--- config.mk ---
export PLATFORM = sky130hd
export DESIGN_NAME = pc_redirect_ctrl
export DESIGN_NICKNAME = d
export VERILOG_FILES = /design/src/rtl/pc_redirect_ctrl.sv
export SDC_FILE = /design/constraint.sdc
export NUM_CORES = 1
export LEC_CHECK = 0
export ABC_AREA = 0
export BUFFER_PORTS_ARGS = -buffer_cell sky130_fd_sc_hd__clkbuf_2
export CAP_MARGIN = 30
export CORE_MARGIN = 2
export CORE_UTILIZATION = 50
export CTS_CLUSTER_SIZE = 14
export DETAILED_ROUTE_END_ITERATION = 8
export GPL_ROUTABILITY_DRIVEN = 0
export PLACE_DENSITY_LB_ADDON = 0.25
export SLEW_MARGIN = 20
export SYNTH_ARGS = -nofsm -noshare
export SYNTH_HDL_FRONTEND = slang
export SYNTH_SLANG_ARGS = --single-unit
--- constraint.sdc ---
create_clock -name i_clock -period 3.9 [get_ports i_clock]
set_clock_uncertainty 0.2 [all_clocks]
set_input_delay 0.585 -clock i_clock [delete_from_list [all_inputs] [get_ports i_clock]]
set_output_delay 0.585 -clock i_clock [all_outputs]
set_load 0.005 [all_outputs]
--- src/rtl/pc_redirect_ctrl.sv ---
// Fetch program counter with redirects from ID (jump / register jump) and EX (branch).
// Redirects that arrive during a stall are held until the stall clears.
module pc_redirect_ctrl #(
    parameter int                 PC_SIZE  = 32,
    parameter int                 PC_STEP  = 4,
    parameter logic [PC_SIZE-1:0] RESET_PC = '0,
    parameter int                 CNT_SIZE = 16
) (
    input  logic                i_clock,
    input  logic                i_reset,
    input  logic                i_enable,
    input  logic                i_start,
    input  logic                i_halt,
    input  logic                i_stall,
    input  logic                i_jump_valid,
    input  logic [PC_SIZE-1:0]  i_jump_addr,
    input  logic                i_jr_valid,
    input  logic [PC_SIZE-1:0]  i_jr_addr,
    input  logic                i_branch_taken,
    input  logic [PC_SIZE-1:0]  i_branch_addr,
    output logic [PC_SIZE-1:0]  o_pc,
    output logic [PC_SIZE-1:0]  o_pc_plus4,
    output logic                o_flush,
    output logic                o_misaligned,
    output logic                o_halted,
    output logic [CNT_SIZE-1:0] o_redirect_cnt
);

    typedef enum logic [1:0] {
        IDLE = 2'd0,
        RUN  = 2'd1,
        HALT = 2'd2
    } state_t;

    state_t               state;
    logic [PC_SIZE-1:0]   pc;
    logic                 flush_q;
    logic                 misaligned_q;
    logic [CNT_SIZE-1:0]  cnt;
    logic                 pend_valid;
    logic [PC_SIZE-1:0]   pend_addr;
    logic [1:0]           pend_rank;

    logic                 new_valid;
    logic [PC_SIZE-1:0]   new_addr;
    logic [1:0]           new_rank;
    logic                 apply;
    logic [PC_SIZE-1:0]   target;

    // Rank encodes age: the EX branch is the oldest instruction and wins.
    always_comb begin
        new_valid = 1'b1;
        new_addr  = '0;
        new_rank  = 2'd0;
        if (i_branch_taken) begin
            new_addr = i_branch_addr;
            new_rank = 2'd3;
        end else if (i_jump_valid) begin
            new_addr = i_jump_addr;
            new_rank = 2'd2;
        end else if (i_jr_valid) begin
            new_addr = i_jr_addr;
            new_rank = 2'd1;
        end else begin
            new_valid = 1'b0;
        end
    end

    always_comb begin
        apply  = (state == RUN) && !i_stall && (new_valid || pend_valid);
        target = new_valid ? new_addr : pend_addr;
    end

    always_ff @(posedge i_clock) begin
        if (i_reset) begin
            state        <= IDLE;
            pc           <= RESET_PC;
            flush_q      <= 1'b0;
            misaligned_q <= 1'b0;
            cnt          <= '0;
            pend_valid   <= 1'b0;
            pend_addr    <= '0;
            pend_rank    <= 2'd0;
        end else if (i_enable) begin
            flush_q      <= 1'b0;
            misaligned_q <= 1'b0;
            unique case (state)
                IDLE: begin
                    if (i_start) state <= RUN;
                end
                RUN: begin
                    if (apply) begin
                        pc           <= {target[PC_SIZE-1:2], 2'b00};
                        flush_q      <= 1'b1;
                        misaligned_q <= |target[1:0];
                        pend_valid   <= 1'b0;
                        if (cnt != '1) cnt <= cnt + 1'b1;
                    end else if (i_stall) begin
                        if (new_valid && (!pend_valid || new_rank >= pend_rank)) begin
                            pend_valid <= 1'b1;
                            pend_addr  <= new_addr;
                            pend_rank  <= new_rank;
                        end
                        if (i_halt && !new_valid) state <= HALT;
                    end else if (i_halt) begin
                        state <= HALT;
                    end else begin
                        pc <= pc + PC_SIZE'(PC_STEP);
                    end
                end
                HALT: ;
                default: state <= IDLE;
            endcase
        end
    end

    assign o_pc           = pc;
    assign o_pc_plus4     = pc + PC_SIZE'(PC_STEP);
    assign o_flush        = flush_q & i_enable;
    assign o_misaligned   = misaligned_q & i_enable;
    assign o_halted       = (state == HALT);
    assign o_redirect_cnt = cnt;

endmodule
==> summary.txt, run 1 <==
STA
------------------------------------------------------------------------------
Hold Violations, Final                                                       0
Post-layout worst setup margin                                       0.5905 ns
Clock period minus final worst setup slack                            3.309 ns
Setup violation total in the final timing report                             0
Unrepaired setup endpoints after global routing                          false
Total negative setup slack                                                0 ns
Maximum clock rate                                                   302.2 MHz
Transition at the pin with the smallest max-transition slack         0.8786 ns
Period utilization                                                      0.8486
Max Transition Viols Final                                                   0
Normalized max-slew margin                                              0.4143

ROUTE
------------------------------------------------------------------------------
Detailed-route wire length per cell                                   16.83 um
Count of vias placed by the detailed router                               5721
Drt total wl                                                          16390 um
DRC marker count from the first detailed-route iteration                   392
Post-detailed-route count of antenna-violating nets                          0
Number of iterations in the first detailed-routing pass                      7
Ratio of routed vias to standard cells                                   5.874
Number of design rule violations left after detail routing                   0

PLACEMENT
------------------------------------------------------------------------------
Dpl ws                                                               0.8119 ns
Number of buffers added on ports                                           183
Total cell area at the placement stage                                6299 um2
Count of placed standard cells including taps                              958
Half-perimeter wire length after placement                            12360 um

CELLS AND AREA
------------------------------------------------------------------------------
P&R area growth vs syn                                                  21.01%
Fillers                                                                   1003
Multi-input logic area                                                3283 um2
Diode count                                                                  0
Cell area after layout                                                6477 um2
Layout net count                                                           942
Sequential Area                                                       1702 um2
Non-filler cells in the finished layout                                    974
Share of cells above drive strength 1                                   0.2673

SYNTH
------------------------------------------------------------------------------
Proportion of netlist area held by the largest area contributor         0.3179
Number of flops mapped to enable cells by yosys                              0
Fraction of registers with async set or reset after synthesis                0
Sequential element share of the synthesized area                        0.3179
Number of storage elements in the synthesis netlist                         85
Post-synth design cell area                                           5353 um2
Library cell with the largest summed area after synthesis         sky130_fd_sc_hd__dfxtp_1
Yosys warning count                                                          0
Top cells by area in the synthesized netlist                      sky130_fd_sc_hd__dfxtp_1 32%, sky130_fd_sc_hd__mux2i_1 6.7%, sky130_fd_sc_hd__xnor2_1 5.7%
Post-synthesis instance total                                              680
Synthesized area per cell                                            7.872 um2
Unique masters post-synth                                                   66
Most used flip-flop cell after synthesis                          sky130_fd_sc_hd__dfxtp_1

WORST SETUP PATH
------------------------------------------------------------------------------
Endpoint required time on the critical path                            3.12 ns
Worst path most repeated cell                                     sky130_fd_sc_hd__nand4_1
Kind of capture point of the worst setup path                       output pin
CP Buf/Inv Count                                                             2
CP max FO                                                                    8
Gate family responsible for the most delay along the worst path   simple AND/OR/NAND/NOR gates
Critical path arrival                                                  2.52 ns
Startpoint type of the worst setup path                               register
Cell-by-cell listing of the critical path                         nand4_1 > nor4_2 > buf_4 > nand4_1 > xnor2_1 > clkbuf_2
CP max stage delay                                                     0.58 ns
CP max stage cell                                                 sky130_fd_sc_hd__nor4_2
WS Path Type                                                      register to output pin

FLOW RUN
------------------------------------------------------------------------------
Maximum capacitance violations                                               0

GLOBAL ROUTING
------------------------------------------------------------------------------
Wire length of the first global-routing pass                          26210 um
Remaining global-route overflow                                              0
Pin count of the biggest net entering global routing                        60
Vias in the first global route                                            5313
Antenna violations before repair                                             0
GRT Total Usage                                                         0.2841

FLOORPLANNING
------------------------------------------------------------------------------
Die Span Y                                                            107.5 um
Overall die area                                                     11550 um2
Floorplan row count                                                         37
Boundary pin count                                                         188
CORE AREA                                                            10370 um2
Die X                                                                 107.5 um
Initial core utilization                                                0.5162

CTS
------------------------------------------------------------------------------
Worst skew pair latency                                                0.36 ns
Number of H-tree levels                                                      3
TritonCTS sink count                                                        85
Number of resized instances in the post-cts repair step                      0
Hold buffers post-CTS                                                        0
Number of buffers added for setup after CTS                                  0
Clock-pin transition on the worst setup and hold timing paths          0.09 ns
Clock buffer count from CTS                                                  9
Clock Tree Root                                                   sky130_fd_sc_hd__clkbuf_8
Max Root-Sink Buffers                                                        2
CTS tree                                                                   yes

PWR
------------------------------------------------------------------------------
Static leakage power                                               0.002610 uW
Power per cell area                                               286.5 nW/um2
Switching part of the total power                                       0.2943
Sw Pwr                                                                546.1 uW
Proportion of power drawn by combinational gates                         0.175
Portion of total power attributed to the clock network                   0.321
Worst vdd rail ir drop                                                143.0 uV
Sequential Power Share                                                   0.504
Int Power                                                              1310 uW

WORST HOLD PATH
------------------------------------------------------------------------------
Hold Crit Class                                                   register to register

OUTCOME
------------------------------------------------------------------------------
Outcome                                                           finished, final reports clean

[stage by stage]
stage                     utilization  total power (uW)  hold WS, ns
after global placement         0.6069              1264       0.2579
after CTS                      0.6246              1858       0.2817
final                          0.6246              1856       0.2806
after floorplan                     -              1132       0.2457
after detailed placement       0.6074              1276       0.2629
after global routing           0.6246              1932       0.2926
[final timing paths]
path                            cells past startpoint        endpoint  slack, ns     from
worst max-delay path                                6  o_pc_plus4[31]       0.59  o_pc[2]
worst min-delay path                                2         flush_q       0.28  flush_q
worst max register to register                      6        o_pc[26]       1.21  o_pc[2]
worst min register to register                      2         flush_q       0.28  flush_q
[area by class of cell]
| type | instances | area share |
|---|---|---|
| inverter | 32 | 0.01854 |
| clock inverter | 3 | 0.003091 |
| sequential | 85 | 0.2627 |
| tap | 136 | 0.02627 |
| clock buffer | 13 | 0.02453 |
| multi-input combinational | 509 | 0.5069 |
| timing repair buffer | 196 | 0.1580 |
[layer usage]
| metal | global-route usage | part of all wire | vias to the layer above |
|---|---|---|---|
| met5 | 0 | 0 | - |
| met4 | 0.08242 | 0.014 | 0 |
| met3 | 0.06659 | 0.095 | 21 |
| met2 | 0.4467 | 0.45 | 283 |
| met1 | 0.3891 | 0.44 | 2647 |
| li1 | - | - | 2770 |
[worst register-to-register path, delay by kind of cell (launching register included)]
family | cells | cell delay [ns]
fa+ha+maj | 1 | 0.29
flops | 1 | 0.49
simple gates | 4 | 1.42
compound gates | 1 | 0.20
[registers in the layout, summed over array words and instances (netlist names)]
name	flops
flush_q	1
misaligned_q	1
o_pc	30
o_redirect_cnt	16
pend_addr	32
pend_rank	2
pend_valid	1
state	2
[cell families after synthesis]
logic type	share of synthesized area
AND/OR/NAND/NOR	0.2429
AO/OA/AOI/OAI	0.2144
buffers and inverters	0.07246
flip-flops	0.3179
XOR/XNOR	0.06872
multiplexers	0.07363
adder cells (fa/ha/maj)	0.009351
other	0.0007006
[cells in the final DEF, fill, tap and decap left out, types with 3 or more instances in the layout]
cell,synthesis,layout
sky130_fd_sc_hd__and2_1,12,12
sky130_fd_sc_hd__or3_1,13,13
sky130_fd_sc_hd__a32oi_1,3,3
sky130_fd_sc_hd__xnor2_1,35,35
sky130_fd_sc_hd__mux2_2,3,3
sky130_fd_sc_hd__xor2_1,7,7
sky130_fd_sc_hd__mux2i_1,36,36
sky130_fd_sc_hd__nor2_1,65,65
sky130_fd_sc_hd__a221oi_1,17,17
sky130_fd_sc_hd__a22oi_1,7,7
sky130_fd_sc_hd__nand2b_1,5,5
sky130_fd_sc_hd__conb_1,1,4
sky130_fd_sc_hd__and4_1,4,4
sky130_fd_sc_hd__nand3_1,28,28
sky130_fd_sc_hd__nand3b_1,11,11
sky130_fd_sc_hd__and3b_1,3,3
sky130_fd_sc_hd__a2bb2oi_1,11,11
sky130_fd_sc_hd__a31oi_1,21,21
sky130_fd_sc_hd__a211oi_1,6,6
sky130_fd_sc_hd__and3_1,7,7
sky130_fd_sc_hd__nand2_1,45,45
sky130_fd_sc_hd__ha_1,4,4
sky130_fd_sc_hd__clkbuf_2,1,183
sky130_fd_sc_hd__buf_4,5,11
sky130_fd_sc_hd__dfxtp_1,85,85
sky130_fd_sc_hd__o21ai_0,31,31
sky130_fd_sc_hd__nand4_1,11,11
sky130_fd_sc_hd__nor3_1,12,11
sky130_fd_sc_hd__clkbuf_8,0,11
sky130_fd_sc_hd__a21oi_1,52,52
sky130_fd_sc_hd__inv_1,32,32
sky130_fd_sc_hd__nor4_1,11,11
sky130_fd_sc_hd__a41oi_1,4,4
[synthesized netlist by cell type, types with 5 or more instances]
| library cell | number |
|---|---|
| sky130_fd_sc_hd__a31oi_1 | 21 |
| sky130_fd_sc_hd__nor4_1 | 11 |
| sky130_fd_sc_hd__or3_1 | 13 |
| sky130_fd_sc_hd__nand3_1 | 28 |
| sky130_fd_sc_hd__and2_1 | 12 |
| sky130_fd_sc_hd__a21oi_1 | 52 |
| sky130_fd_sc_hd__xnor2_1 | 35 |
| sky130_fd_sc_hd__clkbuf_1 | 35 |
| sky130_fd_sc_hd__nand2b_1 | 5 |
| sky130_fd_sc_hd__inv_1 | 32 |
| sky130_fd_sc_hd__and3_1 | 7 |
| sky130_fd_sc_hd__buf_2 | 9 |
| sky130_fd_sc_hd__o21ai_0 | 31 |
| sky130_fd_sc_hd__nor3_1 | 12 |
| sky130_fd_sc_hd__mux2i_1 | 36 |
| sky130_fd_sc_hd__nor2_1 | 65 |
| sky130_fd_sc_hd__a221oi_1 | 17 |
| sky130_fd_sc_hd__a2bb2oi_1 | 11 |
| sky130_fd_sc_hd__a22oi_1 | 7 |
| sky130_fd_sc_hd__a211oi_1 | 6 |
| sky130_fd_sc_hd__nand2_1 | 45 |
| sky130_fd_sc_hd__nand4_1 | 11 |
| sky130_fd_sc_hd__nand3b_1 | 11 |
| sky130_fd_sc_hd__dfxtp_1 | 85 |
| sky130_fd_sc_hd__xor2_1 | 7 |
| sky130_fd_sc_hd__buf_4 | 5 |
[power by group through the flow]
stage / Sequential (uW) / Combinational [uW] / Clock, uW
2_1_floorplan: 942 / 191 / 0
3_3_place_gp: 952 / 312 / 0
3_5_place_dp: 954 / 321 / 0
4_1_cts: 934 / 322 / 601
5_1_grt: 941 / 357 / 633
6_report: 935 / 325 / 596
No activity file was read; power rests on OpenSTA's default activity.
==> run 2: changes to the inputs <==
- CORE_UTILIZATION: 50 -> 46
- clock period: 3.9 -> 2.8 ns (I/O delays scaled with it)
==> run 2 against run 1 <==
  * Critical path depth grew 1
  * First-iteration DRC count grew 69%
  * Sequential power grew 39%
  * Clock-buffer cell count shrank 2
  * Hold slack lost 0.017 ns
  * Global-route usage shrank 1.1 points
==> summary.txt, run 2 (synthesized netlist as in run 1, its figures left out) <==
OUTCOME
----------------------------------------------------------------------------------
Outcome                                                               finished, final reports clean

PLACEMENT
----------------------------------------------------------------------------------
Number of buffers added on ports                                               183   unchanged
Total cell area at the placement stage                                    6405 um2   +1.7%
Half-perimeter wire length after placement                                12860 um   +4.1%
Dpl ws                                                                   0.1587 ns   -0.6532 ns

CELLS AND AREA
----------------------------------------------------------------------------------
Most common cell after layout, fill and taps aside                    sky130_fd_sc_hd__clkbuf_2
Top reg by flops                                                         pend_addr
Share of cells above drive strength 1                                       0.3022   +0.03491
Diode count                                                                      0   unchanged
Most frequent cells in the layout                                     183 x sky130_fd_sc_hd__clkbuf_2, 74 x sky130_fd_sc_hd__dfxtp_1, 65 x sky130_fd_sc_hd__nor2_1
Fillers                                                                       1019   +1.6%
P&R area growth vs syn                                                      27.79%
Cell area after layout                                                    6840 um2   +5.6%
Layout net count                                                               962   +2.1%
Flip-flop count of the largest register, all copies and words added             32   unchanged

CTS
----------------------------------------------------------------------------------
Clock Tree Root                                                       sky130_fd_sc_hd__clkbuf_16
Number of H-tree levels                                                          3   unchanged
Worst skew pair latency                                                    0.34 ns   -0.02 ns
TritonCTS sink count                                                            85   unchanged
Hold buffers post-CTS                                                            0   unchanged
Max Root-Sink Buffers                                                            2   unchanged
Clock-pin transition on the worst setup and hold timing paths              0.06 ns   -0.03 ns
Clock buffer count from CTS                                                      9   unchanged
CTS tree                                                                       yes

STA
----------------------------------------------------------------------------------
Normalized max-slew margin                                                  0.4551   +0.04082
Max Transition Viols Final                                                       0   unchanged
Unrepaired setup endpoints after global routing                              false
Transition at the pin with the smallest max-transition slack             0.8099 ns   -0.06870 ns
Post-layout worst setup margin                                           0.1238 ns   -0.4667 ns
Hold Violations, Final                                                           0   unchanged
Clock period minus final worst setup slack                                2.676 ns
Total negative setup slack                                                    0 ns   unchanged
Hold slack final                                                         0.2638 ns   -0.01676 ns
Period utilization                                                          0.9558
Maximum clock rate                                                       373.7 MHz
Setup violation total in the final timing report                                 0   unchanged

FLOORPLANNING
----------------------------------------------------------------------------------
Boundary pin count                                                             188   unchanged
Die Span Y                                                                111.9 um   +4.1%
CORE AREA                                                                11370 um2   +9.6%
Floorplan row count                                                             39   +5.4%
Initial core utilization                                                    0.4708   -0.04539
Overall die area                                                         12510 um2   +8.4%
Die X                                                                     111.9 um   +4.1%

GLOBAL ROUTING
----------------------------------------------------------------------------------
Vias in the first global route                                                5412   +1.9%
Remaining global-route overflow                                                  0   unchanged
Pin count of the biggest net entering global routing                            87   +45%
GRT Total Usage                                                             0.2735   -0.01060
Antenna violations before repair                                                 0   unchanged
Wire length of the first global-routing pass                              27860 um   +6.3%

ROUTE
----------------------------------------------------------------------------------
Ratio of routed vias to standard cells                                       5.874   about the same
DRC marker count from the first detailed-route iteration                       664   +69%
Number of design rule violations left after detail routing                       0   unchanged
Number of iterations in the first detailed-routing pass                          7   unchanged
Post-detailed-route count of antenna-violating nets                              0   unchanged
Detailed-route wire length per cell                                       17.43 um   +3.6%
Drt total wl                                                              17430 um   +6.4%
Count of vias placed by the detailed router                                   5874   +2.7%

WORST SETUP PATH
----------------------------------------------------------------------------------
Worst reg-to-reg path cell count                                                 5   -1
Critical path arrival                                                      2.06 ns   -0.46 ns
CP max FO                                                                        7   -1
Endpoint required time on the critical path                                2.18 ns   -0.94 ns
Kind of capture point of the worst setup path                           output pin
Worst R2R Setup Slack                                                      0.46 ns   -0.75 ns
Startpoint type of the worst setup path                                   register
WS Path Type                                                          register to output pin
R2r endpoint                                                               o_pc[4]
Startpoint of the worst-slack reg-to-reg timing path                      state[0]

FLOW RUN
----------------------------------------------------------------------------------
Maximum capacitance violations                                                   0   unchanged

PWR
----------------------------------------------------------------------------------
Sw Pwr                                                                    794.3 uW   +45%
Sequential Power Share                                                       0.426   -0.078
Int Power                                                                  2263 uW   +73%
Proportion of power drawn by combinational gates                             0.153   -0.022
Switching part of the total power                                           0.2598   -0.03450
Portion of total power attributed to the clock network                       0.421   +0.100
Worst vdd rail ir drop                                                    338.1 uV   +140%
Static leakage power                                                   0.002789 uW   +6.9%
Power per cell area                                                   447.0 nW/um2   +56%

WORST HOLD PATH
----------------------------------------------------------------------------------
Hold_sp                                                               i_branch_addr[11]
Worst hold path depth                                                            5   +3
Worst Hold Endpoint                                                   pend_addr[11]
Hold Crit Class                                                       input pin to register

[run 2: cell count changes in the layout (fill, tap and decap cells not counted), sizes merged]
cell,before,now
buf,13,33
clkinvlp,2,1
clkbuf,196,194
bufinv,0,2
[run 2: metrics by stage]
| stage | utilization | total power [uW] | std cells |
|---|---|---|---|
| 5_1_grt | 0.6016 | 3177 | 1000 |
| 6_report | 0.6016 | 3057 | 1000 |
| 3_3_place_gp | 0.5633 | 1772 | 976 |
| 2_1_floorplan | - | 1578 | 683 |
| 3_5_place_dp | 0.5633 | 1786 | 976 |
| 4_1_cts | 0.5959 | 3057 | 996 |
[run 2: final cells by class]
| cell class | count | area [um2] | share of cell area |
|---|---|---|---|
| Clock buffer | 11 | 242.7 | 0.03549 |
| Sequential cell | 85 | 1720 | 0.2515 |
| Tap cell | 143 | 178.9 | 0.02616 |
| Multi-Input combinational cell | 509 | 3317 | 0.4849 |
| Inverter | 32 | 120.1 | 0.01756 |
| Timing Repair Buffer | 216 | 1189 | 0.1738 |
| Clock inverter | 4 | 72.57 | 0.01061 |
[run 2: metal layers]
metal,global-route usage,share of wire,vias to the layer above
li1,-,-,2803
met1,0.3817,0.44,2753
met2,0.4263,0.45,290
met3,0.05770,0.091,28
met4,0.08230,0.018,0
met5,0,0,-
[run 2: worst max-delay path, stage by stage, from the launching register on]
cell and delay [ns]:
sky130_fd_sc_hd__dfxtp_4 0.40, sky130_fd_sc_hd__ha_4 0.18, sky130_fd_sc_hd__nand3_2 0.16, sky130_fd_sc_hd__nor4_4 0.29, sky130_fd_sc_hd__buf_4 0.19, sky130_fd_sc_hd__nand4_1 0.17
sky130_fd_sc_hd__xnor2_1 0.18, sky130_fd_sc_hd__clkbuf_2 0.13
[run 2: worst max-delay path by stage]
stage,endpoint,cells past startpoint,start
floorplan,pend_addr[0],12,i_jr_valid
CTS,o_pc_plus4[31],6,o_pc[14]
finish,o_pc_plus4[28],7,o_pc[2]
global placement,o_pc[19],7,i_jump_valid
global route,o_pc_plus4[18],5,o_pc[14]
detailed placement,pend_addr[2],8,i_jump_valid
[run 2: repair_timing]
action	4_1_cts	5_1_grt
buffers inserted	5	4
hold endpoints to repair	0	0
resized for setup	5	14
pin swaps	3	3
endpoints found under the setup margin	16	17
[run 2: power groups by stage]
stage          combinational, uW  clock [uW]  sequential, uW
2_1_floorplan                266           0            1310
3_3_place_gp                 449           0            1320
3_5_place_dp                 461           0            1330
4_1_cts                      463        1300            1300
5_1_grt                      513        1360            1310
6_report                     468        1290            1300
==> run 3: changes to the inputs <==
- CORE_UTILIZATION: 46 -> 47
- CTS_BUF_LIST: unset -> sky130_fd_sc_hd__clkbuf_4 sky130_fd_sc_hd__clkbuf_8
==> run 3 against run 2 <==
  * Clock power decreased by 10%
  * Final area decreased by 1.2%
  * Largest cell class unchanged
  * Die area decreased by 2.1%
  * Non-clock buffer count decreased by 5
==> summary.txt, run 3 (synthesized netlist as in run 1, its figures left out) <==
OUTCOME
----------------------------------------------------------------------------------
Outcome                                                               finished, final reports clean

CTS
----------------------------------------------------------------------------------
CTS tree                                                                       yes
Max Root-Sink Buffers                                                            2   unchanged
Clock buffer count from CTS                                                      9   unchanged
Worst skew pair latency                                                    0.37 ns   +0.03 ns
Number of H-tree levels                                                          3   unchanged
TritonCTS sink count                                                            85   unchanged
Clock Tree Root                                                       sky130_fd_sc_hd__clkbuf_8
Hold buffers post-CTS                                                            0   unchanged
Clock-pin transition on the worst setup and hold timing paths              0.08 ns   +0.02 ns

WORST SETUP PATH
----------------------------------------------------------------------------------
Endpoint required time on the critical path                                2.18 ns   about the same
R2r endpoint                                                              o_pc[26]
Worst R2R Setup Slack                                                      0.38 ns   -0.08 ns
WS Path Type                                                          register to output pin
Startpoint type of the worst setup path                                   register
Startpoint of the worst-slack reg-to-reg timing path                      state[0]
Kind of capture point of the worst setup path                           output pin
Worst reg-to-reg path cell count                                                 5   unchanged
Worst setup path startpoint                                                o_pc[2]
CP max FO                                                                        7   unchanged
Critical path arrival                                                      2.08 ns   +0.02 ns
Destination of the critical timing path                               o_pc_plus4[28]

CELLS AND AREA
----------------------------------------------------------------------------------
Layout net count                                                               957   -0.52%
P&R area growth vs syn                                                      26.23%
Most common cell after layout, fill and taps aside                    sky130_fd_sc_hd__clkbuf_2
Flip-flop count of the largest register, all copies and words added             32   unchanged
Non-filler cells in the finished layout                                        993   -0.70%
Core utilization of the finished layout                                     0.6152   +0.01355
Most frequent cells in the layout                                     183 x sky130_fd_sc_hd__clkbuf_2, 70 x sky130_fd_sc_hd__dfxtp_1, 65 x sky130_fd_sc_hd__nor2_1
Top reg by flops                                                         pend_addr
Share of cells above drive strength 1                                       0.3036   +0.001417
Fillers                                                                        981   -3.7%
Diode count                                                                      0   unchanged

FLOORPLANNING
----------------------------------------------------------------------------------
Boundary pin count                                                             188   unchanged
Floorplan row count                                                             38   -2.6%
CORE AREA                                                                10980 um2   -3.4%
Die Span Y                                                                110.7 um   -1.0%
Overall die area                                                         12260 um2   -2.1%
Initial core utilization                                                    0.4874   +0.01657
Die X                                                                     110.7 um   -1.0%

GLOBAL ROUTING
----------------------------------------------------------------------------------
Pin count of the biggest net entering global routing                            87   unchanged
Wire length of the first global-routing pass                              26930 um   -3.3%
Remaining global-route overflow                                                  0   unchanged
GRT Total Usage                                                             0.2657   -0.007898
Vias in the first global route                                                5331   -1.5%
Antenna violations before repair                                                 0   unchanged

STA
----------------------------------------------------------------------------------
Transition at the pin with the smallest max-transition slack             0.8645 ns   +0.05457 ns
Normalized max-slew margin                                                  0.4237   -0.03140
Setup violation total in the final timing report                                 0   unchanged
Maximum clock rate                                                       370.3 MHz   -0.90%
Hold slack final                                                         0.2402 ns   -0.02358 ns
Hold Violations, Final                                                           0   unchanged
Max Transition Viols Final                                                       0   unchanged
Clock period minus final worst setup slack                                2.700 ns   +0.02432 ns
Period utilization                                                          0.9645   +0.008686

PWR
----------------------------------------------------------------------------------
Worst vdd rail ir drop                                                    212.3 uV   -37%
Power per cell area                                                   432.8 nW/um2   -3.2%
Total power of the final layout                                            2924 uW   -4.4%
Static leakage power                                                   0.002737 uW   -1.9%

ROUTE
----------------------------------------------------------------------------------
Highest metal layer with signal wires                                         met4
Drt total wl                                                              16810 um   -3.6%
Routed length on met1                                                      7724 um   +0.68%
Detail Route met3 WL                                                       1367 um   -14%
DRC marker count from the first detailed-route iteration                       457   -31%
Count of vias placed by the detailed router                                   5821   -0.90%
Ratio of routed vias to standard cells                                       5.862   -0.20%
Number of design rule violations left after detail routing                       0   unchanged
Number of iterations in the first detailed-routing pass                          5   -2
Post-detailed-route count of antenna-violating nets                              0   unchanged
Detailed-route wire length per cell                                       16.93 um   -2.9%
Met2 WL post-DR                                                            7507 um   -4.5%

WORST HOLD PATH
----------------------------------------------------------------------------------
Hold Crit Class                                                       input pin to register
Hold_sp                                                               i_branch_addr[17]

FLOW RUN
----------------------------------------------------------------------------------
Maximum capacitance violations                                                   0   unchanged

PLACEMENT
----------------------------------------------------------------------------------
Count of placed standard cells including taps                                  971   -0.51%
Half-perimeter wire length after placement                                12550 um   -2.4%
Number of buffers added on ports                                               183   unchanged

## run 3: repair_timing
| action | 4_1_cts | 5_1_grt |
|---|---|---|
| gates resized for setup | 4 | 19 |
| buffers inserted | 4 | 2 |
| pin swaps | 3 | 1 |
| endpoints found under the setup margin | 13 | 17 |
| endpoints found under the hold margin | 0 | 0 |
## run 3: critical path, stage by stage (launching register included)
cell and delay (ns):
sky130_fd_sc_hd__dfxtp_2 0.41, sky130_fd_sc_hd__ha_2 0.25, sky130_fd_sc_hd__nand3_2 0.18, sky130_fd_sc_hd__nor4_4 0.23, sky130_fd_sc_hd__buf_4 0.18, sky130_fd_sc_hd__nand4_1 0.16, sky130_fd_sc_hd__xnor2_1 0.18, sky130_fd_sc_hd__clkbuf_2 0.13
## run 3: layout make-up
cell class / instances / area [um2] / share of cell area
Inverter: 32 / 120.1 / 0.01778
Clock inverter: 6 / 135.1 / 0.02000
Multi-Input combinational cell: 509 / 3303 / 0.4889
Tap cell: 140 / 175.2 / 0.02593
Timing Repair Buffer: 211 / 1164 / 0.1722
Sequential cell: 85 / 1728 / 0.2557
Clock buffer: 10 / 131.4 / 0.01944
## run 3: how the worst min path moves through the flow
stage,slack [ns],cells past startpoint,end
floorplan,0.25,2,flush_q
global placement,0.25,2,flush_q
detailed placement,0.27,2,flush_q
CTS,0.23,5,pend_addr[17]
global route,0.29,5,o_pc[20]
finish,0.24,5,pend_addr[17]
## run 3: where the power goes
| group | total (uW) | internal, uW | switching, uW | leakage (uW) |
|---|---|---|---|---|
| clock network | 1160 | 693 | 466 | 0.000126 |
| registers | 1300 | 1240 | 55.7 | 0.000696 |
| logic | 466 | 216 | 250 | 0.00192 |
| total | 2920 | 2150 | 771 | 0.00274 |
## run 3: through the flow
stage | setup TNS [ns] | instance area [um2] | worst slack, ns
4_1_cts | 0 | 6709 | 0.001982
3_3_place_gp | 0 | 6396 | 0.2995
5_1_grt | -0.01503 | 6756 | -0.005256
3_5_place_dp | 0 | 6396 | 0.1824
6_report | 0 | 6756 | 0.09950
2_1_floorplan | 0 | 5366 | 0.03819
## run 3: per-layer routing
layer	track usage	vias to the layer above
met1	0.3933	2707
met2	0.4033	295
li1	-	2800
met4	0.06833	0
met3	0.04046	19
met5	0	-
